==> config.mk <==
export PLATFORM = sky130hd
export DESIGN_NAME = perf_counter_unit
export DESIGN_NICKNAME = d
export VERILOG_FILES = /design/src/rtl/perf_counter_unit_pkg.sv /design/src/rtl/perf_counter_unit_sat_counter.sv /design/src/rtl/perf_counter_unit.sv
export SDC_FILE = /design/constraint.sdc
export NUM_CORES = 1
export LEC_CHECK = 0
export CORE_MARGIN = 4
export CORE_UTILIZATION = 53
export CTS_CLUSTER_SIZE = 24
export DETAILED_ROUTE_END_ITERATION = 7
export GPL_ROUTABILITY_DRIVEN = 0
export MAX_ROUTING_LAYER = met4
export PLACE_DENSITY = 0.77
export SETUP_SLACK_MARGIN = 0.15
export SYNTH_ARGS = -nofsm -noshare
export SYNTH_HDL_FRONTEND = slang
export SYNTH_HIERARCHICAL = 1
export SYNTH_SLANG_ARGS = --single-unit
==> constraint.sdc <==
create_clock -name clk -period 2.5 [get_ports clk]
set_input_delay 0.625 -clock clk [delete_from_list [all_inputs] [get_ports clk]]
set_output_delay 0.625 -clock clk [all_outputs]
set_load 0.02 [all_outputs]
==> src/rtl/perf_counter_unit_pkg.sv <==
// Shared definitions for the performance counter unit: counter select
// encoding, FSM state encoding and the number of implemented counters.
package perf_pkg;

    localparam int PERF_NUM_CNT = 6;

    typedef enum logic [2:0] {
        CYCLES    = 3'd0,
        INSTRS    = 3'd1,
        STALLS    = 3'd2,
        FLUSHES   = 3'd3,
        REDIRECTS = 3'd4,
        STORES    = 3'd5
    } perf_sel_e;

    typedef enum logic {
        ST_RUN    = 1'b0,
        ST_HALTED = 1'b1
    } perf_state_e;

endpackage

==> src/rtl/perf_counter_unit_sat_counter.sv <==
// Saturating up-counter: +1 per cycle when en && inc, sticks at all-ones.
// Ports: clk, reset (sync, active-high), en, inc -> q [W-1:0].
module sat_counter #(
    parameter int W = 32
) (
    input  logic         clk,
    input  logic         reset,
    input  logic         en,
    input  logic         inc,
    output logic [W-1:0] q
);

    logic [W-1:0] r_q;
    logic         w_full;

    assign w_full = (r_q == {W{1'b1}});

    always_ff @(posedge clk) begin
        if (reset) begin
            r_q <= '0;
        end else if (en && inc && !w_full) begin
            r_q <= r_q + W'(1);
        end
    end

    assign q = r_q;

endmodule

==> src/rtl/perf_counter_unit.sv <==
// Pipeline performance counters with freeze-on-halt-store and a registered
// select/read port.
// Ports: clk, reset (sync, active-high); pipeline status InstrValidW,
// StallD, FlushE, PCSrcE, MemWriteM, DataAdrM, WriteDataM; rd_sel selects
// a counter onto rd_data (1-cycle latency); cycle_count, instr_retired
// live counters; halted freeze flag.
module perf_counter_unit
    import perf_pkg::*;
#(
    parameter int          CNT_W     = 32,
    parameter logic [31:0] HALT_ADDR = 32'd100,
    parameter logic [31:0] HALT_DATA = 32'd25
) (
    input  logic             clk,
    input  logic             reset,
    input  logic             InstrValidW,
    input  logic             StallD,
    input  logic             FlushE,
    input  logic             PCSrcE,
    input  logic             MemWriteM,
    input  logic [31:0]      DataAdrM,
    input  logic [31:0]      WriteDataM,
    input  logic [2:0]       rd_sel,
    output logic [CNT_W-1:0] rd_data,
    output logic [CNT_W-1:0] cycle_count,
    output logic [CNT_W-1:0] instr_retired,
    output logic             halted
);

    perf_state_e r_state;
    perf_state_e w_state_nxt;

    logic                    w_halt_hit;
    logic                    w_run;
    logic [PERF_NUM_CNT-1:0] w_inc;
    logic [CNT_W-1:0]        w_cnt [PERF_NUM_CNT];
    logic [CNT_W-1:0]        w_rd_mux;
    logic [CNT_W-1:0]        r_rd_data;

    assign w_halt_hit = MemWriteM
                     && (DataAdrM == HALT_ADDR)
                     && (WriteDataM == HALT_DATA);

    always_ff @(posedge clk) begin
        if (reset) begin
            r_state <= ST_RUN;
        end else begin
            r_state <= w_state_nxt;
        end
    end

    always_comb begin
        w_state_nxt = r_state;
        case (r_state)
            ST_RUN:    if (w_halt_hit) w_state_nxt = ST_HALTED;
            ST_HALTED: w_state_nxt = ST_HALTED;
            default:   w_state_nxt = ST_RUN;
        endcase
    end

    // Counters run in the halt-store cycle itself; only the state flop
    // decides the freeze, so that cycle is still counted.
    assign w_run = (r_state == ST_RUN);

    // Bit order follows perf_sel_e; bit 0 is the free-running cycle count.
    assign w_inc = {MemWriteM, PCSrcE, FlushE, StallD, InstrValidW, 1'b1};

    for (genvar g = 0; g < PERF_NUM_CNT; g++) begin : g_cnt
        sat_counter #(.W(CNT_W)) u_cnt (
            .clk   (clk),
            .reset (reset),
            .en    (w_run),
            .inc   (w_inc[g]),
            .q     (w_cnt[g])
        );
    end

    always_comb begin
        w_rd_mux = '0;
        case (perf_sel_e'(rd_sel))
            CYCLES:    w_rd_mux = w_cnt[0];
            INSTRS:    w_rd_mux = w_cnt[1];
            STALLS:    w_rd_mux = w_cnt[2];
            FLUSHES:   w_rd_mux = w_cnt[3];
            REDIRECTS: w_rd_mux = w_cnt[4];
            STORES:    w_rd_mux = w_cnt[5];
            default:   w_rd_mux = '0;
        endcase
    end

    // Keeps sampling while halted so frozen values stay readable.
    always_ff @(posedge clk) begin
        if (reset) begin
            r_rd_data <= '0;
        end else begin
            r_rd_data <= w_rd_mux;
        end
    end

    assign rd_data       = r_rd_data;
    assign cycle_count   = w_cnt[0];
    assign instr_retired = w_cnt[1];
    assign halted        = (r_state == ST_HALTED);

endmodule
==> results.yml <==
setup_path:
  cp_max_fo: 4
  crit_path_end_kind: "output port"
  r2r_end: "g_cnt[1].u_cnt/q[11]"
  worst-r2r-cell-count: 6
  crit_required_ns: 1.88
  r2r_start: "g_cnt[1].u_cnt/q[1]"
  critPathLaunchType: "flop"
  r2r_slack_ns: 0.22
  critPathKind: "flop to output port"
  crit_arrival_ns: 1.71
grt:
  gr-total-overflow: 0
  grt_pass1_vias: 11800
  grt_antenna_before_repair: 2
  grt_max_degree: 56
  grt_pass1_wl_um: 62600
  gr-usage-all-layers_pct: 30.3
detailed_routing:
  drt_wl_total_um: 41000
  wl_met1_um: 16600
  vias: 12800
  met3WireLength_um: 3980
  drc: 0
  ant_nets: 0
  wl_met2_um: 18800
  routed_via_density: 6.48
  wire_per_inst_um: 20.8
  first_iter_violations: 1103
  highest_layer: "met4"
  first_pass_iters: 6
floorplan:
  die_h_um: 162
  die-width_um: 162
  num_io_pins: 171
  die_area_mm2: 0.0263
  start_util_pct: 53.7
  fp-row-count: 56
  core-area_mm2: 0.0235
clocking:
  clk_latency_ns: 0.54
  htree_levels: 1
  clockBufferDepth: 3
  cts_tree: "yes"
  cts_sinks: 225
  root_buffer: "clkbuf_16"
  cts_buffers: 25
  clk_pin_slew_worst_paths_ns: 0.06
power_and_ir_drop:
  power_switching_uw: 1810
  total_power_uw: 7880
  ir_drop_mv: 0.454
  switching_share_pct: 23.0
  power_frac_comb_pct: 6.5
  p_int_uw: 6070
  p_clk_share_pct: 47.2
  seqPwrFrac_pct: 46.3
  cellLeakagePower_uw: 0.00558
  power-per-cell-area_mw_per_mm2: 503
final_layout:
  area_growth_pct: 24.4
  drive_above_1_share_pct: 17.3
  layout_commonest_cell: "dfxtp_1"
  layout_common_cells: "dfxtp_1, clkdlybuf4s50_1, a21oi_1"
  finalNetCount: 1721
sta:
  fin_crit_sh_pct: 93.4
  hold_violations: 0
  rsz0062_at_grt: "yes"
  setup_tns_ns: 0
  max_freq_ghz: 0.428
  finClkSkew_ns: 0.0204
  tightestPinTransition_ns: 0.640
  drv_slew: 0
  post-route-min-period_ns: 2.34
  max_slew_margin_pct: 57.3
  setup_violations: 0
logic_synthesis:
  avgSynthCellArea_um2: 8.69
  ys_seq_elements: 225
  syn-num-nets: 1531
  synthDistinctLibCells: 54
  synthFlopType: "dfxtp_1"
  yosys_warnings: 6
  synth_edf_count: 0
  synth_top_area_cell: "dfxtp_1"
  synth_cells: 1451
  syn-cell-area_mm2: 0.0126
  postSynth.asyncResetShare_pct: 0
  synth_area_leaders: "dfxtp_1, a21oi_1, or3_1"
  netlist.area_leader.share_pct: 35.7
  seq_area_frac_synth_pct: 35.7
worst_hold_path:
  holdPathEnd: "g_cnt[4].u_cnt/q[24]"
  hold_path_class: "input port to flop"
  holdPathStages: 2
  hold_path.startpoint: "reset"
outcome:
  status: "complete, no violations"
placed_design:
  port_buffers: 170
  place.detailed.hpwl_um: 30400
run:
  cap_violations: 0
critical path, cell delays in order, from the launching register on:
cell and delay (ns):
dfxtp_1 0.38, buf_4 0.18, clkdlybuf4s50_1 0.61
registers in the layout (all words and copies together) (netlist names):
| register | cells |
|---|---|
| halted | 1 |
| rd_data | 32 |
| g_cnt.u_cnt/q | 192 |
through the flow:
step	worst slack [ns]	std cells	util, %	hold slack [ns]	area, um2
2_1_floorplan	0.403	1451	-	0.461	12600
3_3_place_gp	0.153	1929	62.9	0.483	14800
3_5_place_dp	0.124	1929	62.9	0.500	14800
4_1_cts	0.151	1971	66.4	0.493	15600
5_1_grt	0.102	1977	66.8	0.524	15700
6_report	0.164	1977	66.8	0.494	15700
Yosys cell counts (31+ instances only):
| library cell | count |
|---|---|
| nor2_1 | 135 |
| or4_1 | 31 |
| nand4_1 | 63 |
| clkbuf_1 | 33 |
| mux2_2 | 50 |
| or3_1 | 108 |
| nand2_1 | 62 |
| o21ai_0 | 106 |
| a21oi_1 | 140 |
| inv_1 | 44 |
| dfxtp_1 | 225 |
| nand3_1 | 65 |
| a22oi_1 | 34 |
per-layer routing:
layer | vias up | GRT usage, %
li1 | 5908 | -
met1 | 6134 | 38.7
met2 | 661 | 47.2
met3 | 106 | 6.12
met4 | 0 | 12.2
met5 | - | -
worst max path at each step:
stage / endpoint / depth (start not counted) / start
floorplan: g_cnt[1].u_cnt/q[1] / 8 / g_cnt[1].u_cnt/q[0]
global placement: g_cnt[5].u_cnt/q[14] / 5 / MemWriteM
detailed placement: g_cnt[5].u_cnt/q[14] / 5 / MemWriteM
CTS: cycle_count[30] / 1 / g_cnt[0].u_cnt/q[30]
global route: g_cnt[1].u_cnt/q[1] / 6 / g_cnt[1].u_cnt/q[1]
finish: instr_retired[30] / 2 / g_cnt[1].u_cnt/q[30]
cell families (layout without fill, tap and decap cells):
| kind of cell | after synthesis | count (layout) | synth area share (%) |
|---|---|---|---|
| compound gates | 381 | 382 | 19.7 |
| xor+xnor | 24 | 24 | 1.67 |
| fa+ha+maj | 6 | 6 | 0.595 |
| buf+inv | 114 | 318 | 4.47 |
| flops | 225 | 225 | 35.7 |
| mux | 94 | 94 | 9.03 |
| other cells | 1 | 3 | 0.0297 |
| simple gates | 606 | 606 | 28.8 |
power groups by stage:
stage               Clock, uW  Sequential (uW)  Combinational, uW
floorplan                   0             3730                270
global placement            0             3720                492
detailed placement          0             3720                503
CTS                      3750             3650                506
global route             3920             3650                550
finish                   3720             3650                514
repair_timing:
item | 4_1_cts | 5_1_grt
resized for setup | 12 | 16
hold buffers | 0 | 0
pin swaps | 0 | 3
setup endpoints to repair | 12 | 47
cloned | 0 | 1
setup buffers | 0 | 3
endpoints found under the hold margin | 0 | 0
area by class of cell:
type | instances | area [um2]
diodes | 2 | 5.00
clock buffers | 34 | 729
clock inverters | 8 | 96.3
fillers | 1903 | 7780
inverters | 45 | 169
multi-input cells | 1113 | 7580
flip-flops and latches | 225 | 4510
well taps | 319 | 399
repair buffers | 231 | 2190
No activity file was read; power rests on OpenSTA's default activity.
